===== src/rtl/press_classifier.sv =====
`default_nettype none
// ============================================================================
//  Module      : press_classifier
//  Description : Turns a debounced, active-high button level into one-cycle
//                gesture pulses: short press, long press and double press.
//                One FSM and one shared counter. The counter holds the length
//                of the current high run in PRESS1 and the length of the
//                current low run in WAIT2. All outputs are registered.
//
//  Parameters  : long_time     - consecutive high samples that make a long
//                                press (>= 2)
//                double_window - consecutive low samples after a short press
//                                that end the wait for a second press (>= 2)
//
//  Ports       : ck        in   system clock, rising edge
//                reset     in   synchronous, active-high reset
//                x         in   debounced button level, 1 = pressed
//                z_short   out  pulse: short press, no second press followed
//                z_long    out  pulse: press held for long_time samples
//                z_double  out  pulse: second press started inside the window
//
//  Revision    : 1.0  initial release
// ============================================================================
module press_classifier #(
    parameter int long_time     = 50,
    parameter int double_window = 20
) (
    input  logic ck,
    input  logic reset,
    input  logic x,
    output logic z_short,
    output logic z_long,
    output logic z_double
);

    localparam int c_max_time = (long_time > double_window) ? long_time : double_window;
    localparam int c_cnt_w    = $clog2(c_max_time) + 1;

    // Terminal counts. A counter value of N-1 at an edge that sees one more
    // qualifying sample means the N-th sample has just arrived.
    localparam logic [c_cnt_w-1:0] c_long_last   = c_cnt_w'(long_time - 1);
    localparam logic [c_cnt_w-1:0] c_window_last = c_cnt_w'(double_window - 1);
    localparam logic [c_cnt_w-1:0] c_cnt_one     = c_cnt_w'(1);

    typedef enum logic [1:0] {
        IDLE   = 2'd0,
        PRESS1 = 2'd1,
        WAIT2  = 2'd2,
        HOLD   = 2'd3
    } state_t;

    state_t              r_state;
    state_t              w_next_state;
    logic [c_cnt_w-1:0]  r_cnt;
    logic [c_cnt_w-1:0]  w_next_cnt;
    logic                w_short;
    logic                w_long;
    logic                w_double;

    // State, counter and output registers.
    always_ff @(posedge ck) begin
        if (reset) begin
            r_state  <= IDLE;
            r_cnt    <= '0;
            z_short  <= 1'b0;
            z_long   <= 1'b0;
            z_double <= 1'b0;
        end else begin
            r_state  <= w_next_state;
            r_cnt    <= w_next_cnt;
            z_short  <= w_short;
            z_long   <= w_long;
            z_double <= w_double;
        end
    end

    // Next-state, next-count and event decode.
    always_comb begin
        w_next_state = r_state;
        w_next_cnt   = r_cnt;
        w_short      = 1'b0;
        w_long       = 1'b0;
        w_double     = 1'b0;

        case (r_state)
            IDLE: begin
                if (x) begin
                    w_next_state = PRESS1;
                    w_next_cnt   = c_cnt_one;
                end
            end

            PRESS1: begin
                if (x) begin
                    if (r_cnt == c_long_last) begin
                        w_next_state = HOLD;
                        w_long       = 1'b1;
                    end else begin
                        w_next_cnt = r_cnt + c_cnt_one;
                    end
                end else begin
                    w_next_state = WAIT2;
                    w_next_cnt   = c_cnt_one;
                end
            end

            WAIT2: begin
                if (x) begin
                    // The second press is committed as a double on its first
                    // sample; its duration no longer matters, so it parks in
                    // HOLD until release.
                    w_next_state = HOLD;
                    w_double     = 1'b1;
                end else if (r_cnt == c_window_last) begin
                    w_next_state = IDLE;
                    w_short      = 1'b1;
                end else begin
                    w_next_cnt = r_cnt + c_cnt_one;
                end
            end

            HOLD: begin
                // After a long or double event the press is consumed; a later
                // press starts a fresh sequence from IDLE.
                if (!x) begin
                    w_next_state = IDLE;
                end
            end

            default: begin
                w_next_state = IDLE;
                w_next_cnt   = '0;
            end
        endcase
    end

endmodule
`default_nettype wire


===== config.mk =====
export PLATFORM = sky130hd
export DESIGN_NAME = press_classifier
export DESIGN_NICKNAME = d
export VERILOG_FILES = /design/src/rtl/press_classifier.sv
export SDC_FILE = /design/constraint.sdc
export NUM_CORES = 1
export LEC_CHECK = 0
export CAP_MARGIN = 0
export CORE_UTILIZATION = 50
export DETAILED_ROUTE_END_ITERATION = 8
export PLACE_DENSITY = 0.72
export SETUP_SLACK_MARGIN = 0.02
export SYNTH_ARGS = -nofsm -noshare
export SYNTH_HDL_FRONTEND = slang
export SYNTH_SLANG_ARGS = --single-unit

===== constraint.sdc =====
create_clock -name ck -period 1.9 [get_ports ck]
set_clock_uncertainty 0.1 [all_clocks]
set_input_delay 0.57 -clock ck [delete_from_list [all_inputs] [get_ports ck]]
set_output_delay 0.57 -clock ck [all_outputs]
set_load 0.05 [all_outputs]

==> impl_metrics.json, run 1 <==
{
  "tightest_slew_ns": 0.379,
  "port_buffers": 5,
  "fillCellCount": 118,
  "swShare": 0.402,
  "yosysSeqAreaShare": 0.284,
  "cts_max_level": 1,
  "status": "complete, no violations",
  "synthFlopType": "dfxtp_1",
  "fin_ws_ns": 0.0434,
  "synth_compound_area_frac": 0.236,
  "cts_tree": "done",
  "synth_fa_ha_area_frac": 0.119,
  "setup_violations": 0,
  "cts_buffers": 3,
  "synth_top_family_by_area": "simple AND/OR/NAND/NOR gates",
  "syn_area_sq_um": 845,
  "fmax_mhz": 539,
  "grt_max_degree": 19,
  "clockRootBuffer": "clkbuf_4",
  "fin_tns_setup_ns": 0,
  "grt_use_total": 0.242,
  "drc": 0,
  "antenna_cells": 0,
  "place_inst": 137,
  "grt_overflow": 0,
  "rows": 14,
  "synth_cell_types": 34,
  "hold_class": "flip-flop to flip-flop",
  "wl_per_cell_microns": 15.2,
  "p_comb_frac": 0.564,
  "grt_pass1_vias": 766,
  "rsz0062_at_grt": "true",
  "p_switching_mw": 0.439,
  "die_area_sq_um": 1860,
  "io_pins": 6,
  "place_ws_ns": -0.357,
  "yosys_warnings": 0,
  "worstPathRequired_ns": 1.96,
  "initial_core_util": 0.548,
  "fin_cells": 141,
  "worstSkewPairLatency_ns": 0.28,
  "synth_mux_area_frac": 0.0133,
  "final_cell_mix": "buf_4 (22), inv_1 (14), dfxtp_1 (10)",
  "cp_max_fo": 6,
  "synth_fp_nets": 111,
  "drt_wl_total_microns": 2140,
  "place.gp.congestion": 0.851,
  "power_frac_seq": 0.285,
  "synthArstFlopShare": 0,
  "p_per_area_nw_per_um2": 977,
  "nNetsFinal": 138,
  "ant_nets": 0,
  "antenna_found_initial": 0,
  "arrival_ns": 1.92,
  "place_hpwl_microns": 1470,
  "clockBufferDepth": 2,
  "first_iter_violations": 39,
  "hold_viol_final": 0,
  "coreArea_sq_um": 1540,
  "p_leak_nw": 0.455,
  "die_w_microns": 43.1,
  "cap_viol_max_count": 0,
  "p_int_mw": 0.654,
  "p_clk_frac": 0.150,
  "totalPowerFinal_mw": 1.09,
  "drive_above_1_share": 0.336,
  "post-route-period-util": 0.977,
  "slew_violations": 0,
  "multiInputGateArea_sq_um": 577,
  "critical_path.endpoint_type": "flip-flop",
  "seq_area_sq_um": 243,
  "synth_xor_area_frac": 0,
  "synth_edf_count": 0,
  "path_clk_slew_ns": 0.08,
  "grt_pass1_wl_microns": 3370,
  "syn-instance-count": 100,
  "ys_ff_latch": 12,
  "cp-start-kind": "flip-flop",
  "die_h_microns": 43.1,
  "dr.pass1.iters": 4,
  "num_vias": 885,
  "crit_type": "flip-flop to flip-flop",
  "min_period_ns": 1.86,
  "final_common_cell": "buf_4",
  "hold_slack_ns": 0.428,
  "synth-simple-area-share": 0.273,
  "syn_to_final_growth_pct": 32.4,
  "maxSlewHeadroom": 0.747,
  "viasPerCell": 6.28,
  "cts_sinks": 12,
  "max-vdd-ir-drop_mv": 0.662,
  "syn_avg_cell_area_sq_um": 8.45
}
-- synthesized netlist by cell type, types with 2 or more instances --
library cell  number  share of area
nor4_1             2          0.015
ha_1               8           0.12
nand4_1            2          0.015
a21oi_1            6          0.036
nand2b_1           2          0.015
a2111oi_0          5          0.052
o21ai_1            3          0.018
and3_1             2          0.015
nor2b_1            2          0.015
nand3_1            4          0.024
dfxtp_1           12           0.28
inv_1             14          0.062
clkbuf_1           2         0.0089
or3_1              8          0.059
o32ai_1            5          0.052
nor2_1             5          0.022
-- area by class of cell --
type	instances	area share
multi-input cells	71	0.516
flip-flops and latches	12	0.217
clock buffers	3	0.0201
well taps	16	0.0179
inverters	14	0.0470
repair buffers	25	0.182
-- power groups by stage --
stage                     combinational (mW)  clock, mW  sequential [mW]
final                                  0.617      0.164            0.312
after global routing                   0.670      0.178            0.314
after CTS                              0.552      0.168            0.308
after detailed placement               0.541          0            0.314
after global placement                 0.527          0            0.313
after floorplan                        0.321          0            0.320
-- critical path, cell delays in order, from the launching register on --
cell and delay, ns:
dfxtp_1 0.36, or4b_4 0.59, or3_4 0.42, nand4_2 0.16, o32ai_1 0.10
-- final timing paths --
check,from,endpoint,slack [ns],depth (start not counted)
max,r_cnt[3],r_cnt[5],0.04,4
min,r_cnt[6],r_cnt[6],0.43,2
max reg2reg,r_cnt[3],r_cnt[5],0.04,4
min reg2reg,r_cnt[6],r_cnt[6],0.43,2
-- per-layer routing --
metal | part of all wire | wire length (microns) | GRT usage
met4 | 0.022 | 46 | 0.145
met3 | 0.046 | 98 | 0.0383
met2 | 0.46 | 981 | 0.340
met5 | 0 | 0 | 0
met1 | 0.47 | 1010 | 0.340
-- cells by family (layout without fill, tap and decap cells) --
group / Yosys count / after routing
mux: 1 / 1
compound gates: 27 / 27
flops: 12 / 12
simple gates: 35 / 35
buf+inv: 17 / 42
fa+ha+maj: 8 / 8
-- sequential cells by signal, summed over array words and instances (netlist names) --
name and flops:
z_double 1, r_state 2, r_cnt 7, z_short 1, z_long 1
-- stage by stage --
step                       util  area [sq um]
after floorplan               -           845
after global placement    0.682          1050
after detailed placement  0.682          1050
after CTS                 0.698          1080
after global routing      0.726          1120
final                     0.726          1120
-- what timing repair did --
item / CTS / global route
gates resized for setup: 3 / 15
setup buffers: 0 / 1
hold buffers: 0 / 0
endpoints found under the setup margin: 8 / 8
(Power assumes the default switching activity.)
==> run 2, diff against run 1 <==
- CORE_MARGIN: default -> 2
==> run 2 against run 1 <==
Die area up 9.5%. Non-clock buffer count down 1. Power down 1.8%. Highest routed layer unchanged. Critical endpoint is now r_cnt[4]. Fmax down 0.41%. Critical path depth up 2. Final cell count down 0.71%. Wire length down 2.6%.
==> impl_metrics.json, run 2 (same netlist as run 1, synthesis figures left out) <==
{
  "worstPathRequired_ns": 1.96,
  "swShare": 0.402,
  "grt_pass1_vias": 754,
  "die_area_sq_um": 2030,
  "min_period_ns": 1.86,
  "rsz0062_at_grt": "true",
  "place_hpwl_microns": 1530,
  "num_vias": 859,
  "clockBufferDepth": 2,
  "path_clk_slew_ns": 0.07,
  "power_frac_seq": 0.288,
  "r2r_setup_slack_ns": 0.04,
  "coreArea_sq_um": 1540,
  "rr_worst_depth": 6,
  "cts_sinks": 12,
  "viasPerCell": 6.14,
  "reg2reg_to": "r_cnt[4]",
  "fin_tns_setup_ns": 0,
  "r2r-start": "r_cnt[1]",
  "clockRootBuffer": "clkbuf_4",
  "p_leak_nw": 0.448,
  "syn_to_final_growth_pct": 30.5,
  "hold_class": "flip-flop to flip-flop",
  "drc": 0,
  "p_int_mw": 0.642,
  "max-vdd-ir-drop_mv": 0.600,
  "cp-start-kind": "flip-flop",
  "fmax_mhz": 536,
  "largest_reg_flops": 7,
  "cts_tree": "done",
  "antenna_cells": 0,
  "first_iter_violations": 28,
  "postCtsSetupBuffers": 0,
  "place_inst": 137,
  "critical_path.endpoint_type": "flip-flop",
  "antenna_found_initial": 0,
  "hold_depth": 2,
  "final_cell_mix": "buf_4 (21), inv_1 (14), dfxtp_1 (11)",
  "worstSkewPairLatency_ns": 0.28,
  "die_h_microns": 45.1,
  "hold_start": "r_cnt[6]",
  "cap_viol_max_count": 0,
  "p_switching_mw": 0.432,
  "io_pins": 6,
  "nNetsFinal": 137,
  "p_clk_frac": 0.155,
  "slew_violations": 0,
  "die_w_microns": 45.1,
  "status": "complete, no violations",
  "post-route-period-util": 0.981,
  "post-route-cell-area_sq_um": 1100,
  "place.gp.congestion": 0.861,
  "cp_max_fo": 6,
  "wl_per_cell_microns": 14.9,
  "drt_wl_total_microns": 2080,
  "final_common_cell": "buf_4",
  "cts_max_level": 1,
  "grt_overflow": 0,
  "initial_core_util": 0.548,
  "ant_nets": 0,
  "crit_type": "flip-flop to flip-flop",
  "hold_viol_final": 0,
  "largest-register": "r_cnt",
  "reg.largest.list": "r_cnt (7), r_state (2)",
  "p_per_area_nw_per_um2": 974,
  "grt_use_total": 0.243,
  "port_buffers": 5,
  "totalPowerFinal_mw": 1.07,
  "maxSlewHeadroom": 0.749,
  "p_comb_frac": 0.558,
  "grt_pass1_wl_microns": 3500,
  "setup_violations": 0,
  "fin_cells": 140,
  "hold_end": "r_cnt[6]",
  "rows": 14,
  "tightest_slew_ns": 0.367,
  "cts_buffers": 3,
  "dr.pass1.iters": 4,
  "place_area_sq_um": 1050,
  "arrival_ns": 1.93,
  "drive_above_1_share": 0.315,
  "grt_max_degree": 19
}
## run 2: worst max path at each step
stage                    end  cells past startpoint        from
finish              r_cnt[4]                      6    r_cnt[1]
global route        r_cnt[4]                      6  r_state[1]
CTS                 r_cnt[4]                      6  r_state[0]
global placement    r_cnt[2]                      5           x
detailed placement  r_cnt[2]                      5           x
floorplan           r_cnt[5]                      7  r_state[1]
## run 2: timing repair
action,4_1_cts,5_1_grt
endpoints found under the setup margin,7,8
gates resized for setup,5,9
pin swaps,1,0
hold buffers,0,0
## run 2: layer usage
layer,track usage,share of wire,wire (microns)
met3,0.0480,0.047,98
met4,0.0882,0.019,40
met1,0.356,0.49,1020
met5,0,0,0
met2,0.351,0.45,928
## run 2: final cells by class
type | count | area [sq um]
clock buffer | 3 | 22.5
sequential | 12 | 241
multi-input combinational | 71 | 569
tap | 16 | 20.0
timing repair buffer | 24 | 196
fill | 123 | 439
inverter | 14 | 52.6
## run 2: worst max-delay path, stage by stage (launching register included)
cell and delay, ns:
dfxtp_1 0.37, inv_1 0.05, ha_1 0.21, and3_1 0.20, and3_2 0.26, a2111oi_1 0.42, o32ai_1 0.13
## run 2: power groups by stage
stage          combinational, mW  sequential, mW  clock [mW]
6_report                   0.599           0.309       0.166
5_1_grt                    0.663           0.311       0.182
4_1_cts                    0.573           0.308       0.165
3_5_place_dp               0.547           0.314           0
3_3_place_gp               0.527           0.313           0
2_1_floorplan              0.321           0.320           0
## run 2: through the flow
step	util	hold WS, ns	worst slack (ns)
detailed placement	0.682	0.411	-0.374
finish	0.715	0.418	0.0357
CTS	0.703	0.421	0.0274
global placement	0.682	0.399	-0.356
global route	0.715	0.448	-0.0113
floorplan	-	0.374	0.0735
==> run 3, diff against run 2 <==
- CAP_MARGIN: 0 -> 25
- SKIP_CTS_REPAIR_TIMING: default -> 1
==> run 3 against run 2 <==
Combinational power rose by 3%. Worst hold slack improved by 0.0094 ns. Non-clock buffer count up 1. Critical path depth fell by 1. First-iteration DRC count is the same. Clock power about the same. Power up 1.8%. Critical path type unchanged. Highest routed layer unchanged.
==> impl_metrics.json, run 3 (same netlist as run 1, synthesis figures left out) <==
{
  "status": "complete, no violations",
  "cp_slowest_cell": "or4b_4",
  "hold_viol_final": 0,
  "drt_wl_total_microns": 2110,
  "clockBufferDepth": 2,
  "post-route-cell-area_sq_um": 1130,
  "antenna_cells": 0,
  "slew_violations": 0,
  "syn_to_final_growth_pct": 33.8,
  "cts_sinks": 12,
  "cp-start-kind": "flip-flop",
  "crit_path_max_incr_delay_ns": 0.60,
  "arrival_ns": 1.97,
  "drive_above_1_share": 0.336,
  "worst-path-stages": 5,
  "largest-register": "r_cnt",
  "crit_family": "simple AND/OR/NAND/NOR gates",
  "nNetsFinal": 138,
  "reg2reg_to": "r_cnt[1]",
  "place_ws_ns": -0.374,
  "drc": 0,
  "wl_per_cell_microns": 15.0,
  "fin_ws_ns": 0.0368,
  "io_pins": 6,
  "p_int_mw": 0.656,
  "grt_use_total": 0.240,
  "power_frac_seq": 0.282,
  "cts_max_level": 1,
  "port_buffers": 5,
  "hold_class": "flip-flop to flip-flop",
  "path_clk_slew_ns": 0.07,
  "totalPowerFinal_mw": 1.09,
  "initial_core_util": 0.548,
  "fillCellCount": 115,
  "cp_cell_sequence": "or4b_4 -> nor3_4 -> buf_6 -> o31ai_1 -> a21oi_1",
  "setup_violations": 0,
  "viasPerCell": 6.21,
  "reg.largest.list": "r_cnt (7), r_state (2)",
  "p_switching_mw": 0.437,
  "worstSkewPairLatency_ns": 0.28,
  "p_leak_nw": 0.464,
  "rows": 14,
  "p_per_area_nw_per_um2": 968,
  "grt_pass1_vias": 754,
  "path_buf_inv": 1,
  "p_clk_frac": 0.151,
  "dr.pass1.iters": 4,
  "first_iter_violations": 28,
  "wl_met1_microns": 946,
  "place_hpwl_microns": 1530,
  "place.gp.congestion": 0.861,
  "die_h_microns": 45.1,
  "ant_nets": 0,
  "worstPathRequired_ns": 2.01,
  "swShare": 0.400,
  "fin_tns_setup_ns": 0,
  "place_area_sq_um": 1050,
  "grt_pass1_wl_microns": 3460,
  "die_w_microns": 45.1,
  "hold_depth": 2,
  "wl_met2_microns": 990,
  "critical_path.endpoint_type": "flip-flop",
  "coreArea_sq_um": 1540,
  "num_vias": 875,
  "crit_type": "flip-flop to flip-flop",
  "final_common_cell": "buf_4",
  "maxSlewHeadroom": 0.755,
  "crit_path_start": "r_cnt[2]",
  "cts_tree": "done",
  "clockRootBuffer": "clkbuf_4",
  "routed.top_layer": "met4",
  "r2r-start": "r_cnt[2]",
  "grt_overflow": 0,
  "largest_reg_flops": 7,
  "die_area_sq_um": 2030,
  "hold_slack_ns": 0.428,
  "cp_max_fo": 6,
  "r2r_setup_slack_ns": 0.04,
  "endpoint": "r_cnt[1]",
  "max-vdd-ir-drop_mv": 0.604,
  "rsz0062_at_grt": "true",
  "rr_worst_depth": 5,
  "fmax_mhz": 537,
  "final_cell_mix": "buf_4 (21), inv_1 (14), dfxtp_1 (11)",
  "wl_met3_microns": 128,
  "cts_buffers": 3,
  "p_comb_frac": 0.567,
  "post-route-period-util": 0.981,
  "grt_max_degree": 19,
  "tightest_slew_ns": 0.358,
  "antenna_found_initial": 0,
  "cap_viol_max_count": 0,
  "min_period_ns": 1.86
}
-- run 3: layer usage --
layer / track usage / vias to the layer above
met2: 0.351 / 35
met5: 0 / -
li1: - / 428
met1: 0.346 / 407
met4: 0.0882 / 0
met3: 0.0480 / 5
-- run 3: how the worst min path moves through the flow --
stage          endpoint     start  slack, ns
2_1_floorplan  r_cnt[1]  r_cnt[1]       0.37
3_3_place_gp   r_cnt[6]  r_cnt[6]       0.40
3_5_place_dp   r_cnt[6]  r_cnt[6]       0.41
4_1_cts        r_cnt[6]  r_cnt[6]       0.42
5_1_grt        r_cnt[6]  r_cnt[6]       0.45
6_report       r_cnt[6]  r_cnt[6]       0.43
-- run 3: final cells by class --
type | instances | area (sq um) | area share
Sequential cell | 12 | 241 | 0.214
Multi-Input combinational cell | 71 | 582 | 0.515
Inverter | 14 | 52.6 | 0.0465
Clock buffer | 3 | 22.5 | 0.0199
Timing Repair Buffer | 25 | 211 | 0.187
Tap cell | 16 | 20.0 | 0.0177
-- run 3: power groups by stage --
stage	combinational, mW	sequential [mW]	clock, mW
6_report	0.619	0.309	0.165
5_1_grt	0.683	0.311	0.182
4_1_cts	0.557	0.308	0.165
3_5_place_dp	0.547	0.314	0
3_3_place_gp	0.527	0.313	0
2_1_floorplan	0.321	0.320	0
-- run 3: worst min-delay path: stages, from the launching register on --
cell     delay (ns)
dfxtp_1        0.33
inv_1          0.06
o32ai_1        0.08
-- run 3: through the flow --
step / std cells / utilization
after floorplan: 100 / -
after global placement: 137 / 0.682
after detailed placement: 137 / 0.682
after CTS: 140 / 0.696
after global routing: 141 / 0.733
final: 141 / 0.733
